### src/rtl/hazard_scoreboard_pkg.sv
// Shared types and constants for the decode-stage interlock scoreboard.
package hazard_scoreboard_pkg;

  localparam int SLOT_W    = 4;
  localparam int REG_IDX_W = 3;

  // One in-flight register write: valid flag plus destination index.
  typedef struct packed {
    logic                 wv;
    logic [REG_IDX_W-1:0] wr;
  } slot_t;

  localparam slot_t SLOT_CLR = '{wv: 1'b0, wr: '0};

endpackage

### src/rtl/dff.sv
// Generic register with asynchronous active-low clear.
module dff #(
  parameter int W = 1
) (
  input  logic         clk,
  input  logic         rst_n,
  input  logic [W-1:0] d,
  output logic [W-1:0] q
);

  // Capture d every rising edge; clear immediately when rst_n falls.
  always_ff @(posedge clk or negedge rst_n) begin
    if (!rst_n) q <= '0;
    else        q <= d;
  end

endmodule

### src/rtl/hazard_slot_cmp.sv
// Compares one scoreboard slot against the decode-stage source operands.
module hazard_slot_cmp
  import hazard_scoreboard_pkg::*;
(
  input  slot_t                slot,
  input  logic                 rs_used,
  input  logic [REG_IDX_W-1:0] rs,
  input  logic                 rt_used,
  input  logic [REG_IDX_W-1:0] rt,
  output logic                 hit
);

  assign hit = slot.wv & ((rs_used & (rs == slot.wr)) | (rt_used & (rt == slot.wr)));

endmodule

### src/rtl/hazard_scoreboard.sv
// Decode-stage interlock: read-after-write stalls from a 3-deep write
// scoreboard, wrong-path squash on redirect, sticky halt and stall counter.
module hazard_scoreboard
  import hazard_scoreboard_pkg::*;
#(
  parameter bit WB_BYPASS = 1'b1,
  parameter int CNT_W     = 16
) (
  input  logic                 clk,
  input  logic                 rst,
  input  logic                 id_valid,
  input  logic                 id_rs_used,
  input  logic [REG_IDX_W-1:0] id_rs,
  input  logic                 id_rt_used,
  input  logic [REG_IDX_W-1:0] id_rt,
  input  logic                 id_reg_write,
  input  logic [REG_IDX_W-1:0] id_write_reg,
  input  logic                 id_halt,
  input  logic                 ex_redirect,
  output logic                 stall,
  output logic                 nop,
  output logic                 flush_fd,
  output logic                 halted,
  output logic [CNT_W-1:0]     stall_count
);

  localparam logic [CNT_W-1:0] CNT_ONE = {{(CNT_W-1){1'b0}}, 1'b1};

  slot_t            x_d, x_q, m_q;
  logic             halted_d, halted_q;
  logic [CNT_W-1:0] cnt_d, cnt_q;
  logic             hit_x, hit_m, hit_w, haz;

  hazard_slot_cmp u_cmp_x (
    .slot(x_q), .rs_used(id_rs_used), .rs(id_rs),
    .rt_used(id_rt_used), .rt(id_rt), .hit(hit_x)
  );

  hazard_slot_cmp u_cmp_m (
    .slot(m_q), .rs_used(id_rs_used), .rs(id_rs),
    .rt_used(id_rt_used), .rt(id_rt), .hit(hit_m)
  );

  // The writeback slot only matters when the register file cannot forward
  // a same-cycle write, so it is only built in that configuration.
  if (!WB_BYPASS) begin : g_wb_cmp
    slot_t w_q;
    dff #(.W(SLOT_W)) u_w (.clk(clk), .rst_n(rst), .d(m_q), .q(w_q));
    hazard_slot_cmp u_cmp_w (
      .slot(w_q), .rs_used(id_rs_used), .rs(id_rs),
      .rt_used(id_rt_used), .rt(id_rt), .hit(hit_w)
    );
  end else begin : g_wb_bypass
    assign hit_w = 1'b0;
  end

  assign haz = id_valid & (hit_x | hit_m | hit_w);

  // Redirect wins over hazard: the decode instruction is wrong-path, so it
  // is squashed rather than held.
  assign stall       = (haz | halted_q) & ~ex_redirect;
  assign nop         = stall | ex_redirect | halted_q;
  assign flush_fd    = ex_redirect;
  assign halted      = halted_q;
  assign stall_count = cnt_q;

  // Next-state: only an instruction that actually issues enters X; stalls
  // and squashes push a bubble so the slots track the real pipe contents.
  always_comb begin
    x_d = SLOT_CLR;
    if (id_valid & ~nop & id_reg_write) begin
      x_d = '{wv: 1'b1, wr: id_write_reg};
    end
    halted_d = halted_q | (id_valid & id_halt & ~nop);
    cnt_d    = cnt_q;
    if (stall && (cnt_q != '1)) begin
      cnt_d = cnt_q + CNT_ONE;
    end
  end

  dff #(.W(SLOT_W)) u_x   (.clk(clk), .rst_n(rst), .d(x_d),      .q(x_q));
  dff #(.W(SLOT_W)) u_m   (.clk(clk), .rst_n(rst), .d(x_q),      .q(m_q));
  dff #(.W(1))      u_hlt (.clk(clk), .rst_n(rst), .d(halted_d), .q(halted_q));
  dff #(.W(CNT_W))  u_cnt (.clk(clk), .rst_n(rst), .d(cnt_d),    .q(cnt_q));

endmodule

### config.mk
export PLATFORM = sky130hd
export DESIGN_NAME = hazard_scoreboard
export DESIGN_NICKNAME = d
export VERILOG_FILES = /design/src/rtl/hazard_scoreboard_pkg.sv /design/src/rtl/dff.sv /design/src/rtl/hazard_slot_cmp.sv /design/src/rtl/hazard_scoreboard.sv
export SDC_FILE = /design/constraint.sdc
export NUM_CORES = 1
export LEC_CHECK = 0
export CORE_MARGIN = 3
export CORE_UTILIZATION = 52
export CTS_BUF_LIST = sky130_fd_sc_hd__clkbuf_4 sky130_fd_sc_hd__clkbuf_8
export CTS_CLUSTER_DIAMETER = 120
export DETAILED_ROUTE_END_ITERATION = 8
export PLACE_DENSITY_LB_ADDON = 0.12
export REMOVE_ABC_BUFFERS = 1
export SLEW_MARGIN = 15
export SYNTH_ARGS = -nofsm -noshare
export SYNTH_HDL_FRONTEND = slang
export SYNTH_HIERARCHICAL = 1
export SYNTH_SLANG_ARGS = --single-unit
### constraint.sdc
create_clock -name clk -period 4.9 [get_ports clk]
set_input_delay 0.735 -clock clk [delete_from_list [all_inputs] [get_ports clk]]
set_output_delay 0.735 -clock clk [all_outputs]
set_load 0.1 [all_outputs]
==> impl_metrics.toml <==
[sta]
final_hold_viol_count = 0
worst_slack_ns = 1.55
setup_tns_ns = 0
period_needed_ns = 3.35
tightest_slew_ns = 0.976
final_max_slew_viol_count = 0
skew_ns = 0.00246
finalSetupViolations = 0
maxSlewHeadroom_pct = 34.7
fmax_mhz = 298
fin_crit_sh_pct = 68.4
rsz0062_at_grt = "false"

[setup_path]
reg2reg_to = "u_cnt/q[14]"
r2r_slack_ns = 2.57
cp-end-kind = "output pin"
crit_path_start_kind = "primary input"
endpoint = "nop"
timing.rr.start = "u_x/q[0]"
crit_type = "in -> out"
critPathMaxFanout = 4
reg2reg_depth = 7
crit_required_ns = 4.16
startpoint = "id_rt[0]"
critPathArrivalTime_ns = 2.62

[routing]
first_pass_iters = 4
ant_nets = 0
dr_total_vias = 1039
wl_per_cell_um = 14.6
drtIter0Drc = 38
via_per_inst = 5.59
drc_errors = 0
routed_wl_mm = 2.72

[final_layout]
syn_to_final_growth_pct = 31.4
regArea_um2 = 626
drive_above_1_share_pct = 8.86
multiInputGateArea_um2 = 613
fillers = 172
antenna_cells = 0
nNetsFinal = 177

[power]
power_density_nw_per_um2 = 494
combPwrFrac_pct = 53.1
p_leak_nw = 0.695
seq_power_share_pct = 36.2
p_int_mw = 0.395
ir_drop_uv = 431
p_clk_share_pct = 10.8
p_sw_mw = 0.436
swShare_pct = 52.5

[clocking]
tritoncts = "yes"
postCtsSetupRepairBufs = 0
htreeDepth = 1
ctsResizeCount = 0
root_buffer = "clkbuf_4"
cts.sinks = 25
clk_pin_slew_ns = 0.12
insertion_delay_ns = 0.30
cts_buffers = 3
ctsHoldBuffers = 0
cts_buffer_depth = 2

[grt]
grt_pass1_wl_mm = 4.70
grt_max_degree = 26
grt_usage_pct = 18.9
gr-total-overflow = 0
antenna_found_initial = 0
grt_pass1_vias = 1028

[logic_synthesis]
syn-instance-count = 120
yosys.area.top_type = "dfrtp_1"
async_flop_share_pct = 100
syn-cell-area_um2 = 1280
avgSynthCellArea_um2 = 10.7
synth-warning-count = 6
seq_area_frac_synth_pct = 48.8
synth.ff_latch_count = 25
yosysUniqueCellTypes = 30
synth_enable_flop_cells = 0
yosysTopAreaCellShare_pct = 48.8
yosys-top-cells-area = "dfrtp_1, xnor2_1, xor2_1, nand4_1, nand3_1"
ys.flop_type = "dfrtp_1"

[floorplanning]
num_rows = 17
io_pins = 37
initial_core_util_pct = 56.3
die-area_um2 = 3100
core_area_um2 = 2280
die_h_um = 55.6
die-width_um = 55.6

[worst_hold_path]
min_path_cells = 0
hp-class = "reg -> reg"

[placed_design]
place_ws_ns = 1.55
dp_hpwl_mm = 2.13
gp_congestion = 0.915
io_buffers = 36

[run_status]
status = "finished clean"

[flow_run]
drv_cap = 0
Yosys cell counts, drive strengths merged (4+ instances only):
cell   instances
xnor2         18
nand2          6
xor2           7
nand3         10
nor2           7
inv            8
dfrtp         25
nor3           4
nand4         10
critical path, cell delays in order:
cell and delay [ns]:
clkdlybuf4s50_1 0.46, xnor2_1 0.17, nand4_1 0.12, a21boi_1 0.07
o21ai_0 0.38, nor3b_1 0.37, inv_1 0.07, buf_4 0.24
sequential cells by signal, summed over array words and instances, names as in the netlist:
signal and cells:
u_x/q 4, u_hlt/q 1, u_m/q 4, u_cnt/q 16
cell families after synthesis:
kind of cell	count (synthesis)	share of synthesized area, %
AOI/OAI and AO/OA	7	4.00
xor gates and xnor gates	25	17.1
adders and majority gates	1	0.976
buffers and inverters	10	3.32
DFF	25	48.8
muxes	3	2.83
and+or+nand+nor	49	22.9
through the flow:
step	cells	power, mW	hold WS [ns]	utilization [%]	cell area [um^2]
detailed placement	182	0.748	0.368	72.9	1660
finish	186	0.831	0.388	74.0	1680
global route	186	0.871	0.418	74.0	1680
global placement	182	0.740	0.360	72.9	1660
floorplan	118	0.626	0.348	-	1270
CTS	186	0.839	0.396	74.2	1690
final cells by class:
type / count / area share (%)
flip-flops and latches: 25 / 37.1
multi-input cells: 85 / 36.4
inverters: 8 / 1.78
well taps: 28 / 2.08
repair buffers: 36 / 20.8
clock buffers: 4 / 1.78
worst min path at each step:
stage | startpoint | to
3_5_place_dp | u_x/q[3] | u_m/q[3]
3_3_place_gp | u_x/q[3] | u_m/q[3]
5_1_grt | rst | u_m/q[1]
2_1_floorplan | u_x/q[3] | u_m/q[3]
4_1_cts | u_x/q[3] | u_m/q[3]
6_report | u_x/q[3] | u_m/q[3]
power groups by stage:
stage / logic [mW] / clock network [mW] / registers, mW
floorplan: 0.0776 / 0 / 0.549
global placement: 0.439 / 0 / 0.301
detailed placement: 0.443 / 0 / 0.305
CTS: 0.444 / 0.0942 / 0.301
global route: 0.459 / 0.102 / 0.310
finish: 0.441 / 0.0896 / 0.301
layout by cell type (no fill, tap or decap), types with 2 or more instances in the layout:
cell and instances:
clkdlybuf4s50_1 33, nor4b_1 2, nor3b_1 2, xor2_1 7, nor4_1 2, nand2_1 6, and3_1 2, nor3_1 4
clkbuf_4 4, nand3_1 9, a21oi_1 2, dfrtp_1 25, xnor2_1 18, inv_1 8, buf_4 2, a21boi_1 2
nor2_1 7, nand4_1 9
per-layer routing:
layer  part of all wire (%)  global-route usage (%)
met3                    5.7                    4.18
met1                     44                    25.8
met5                      0                       0
met4                    1.6                    8.68
met2                     48                    28.9
(Power assumes the default switching activity.)
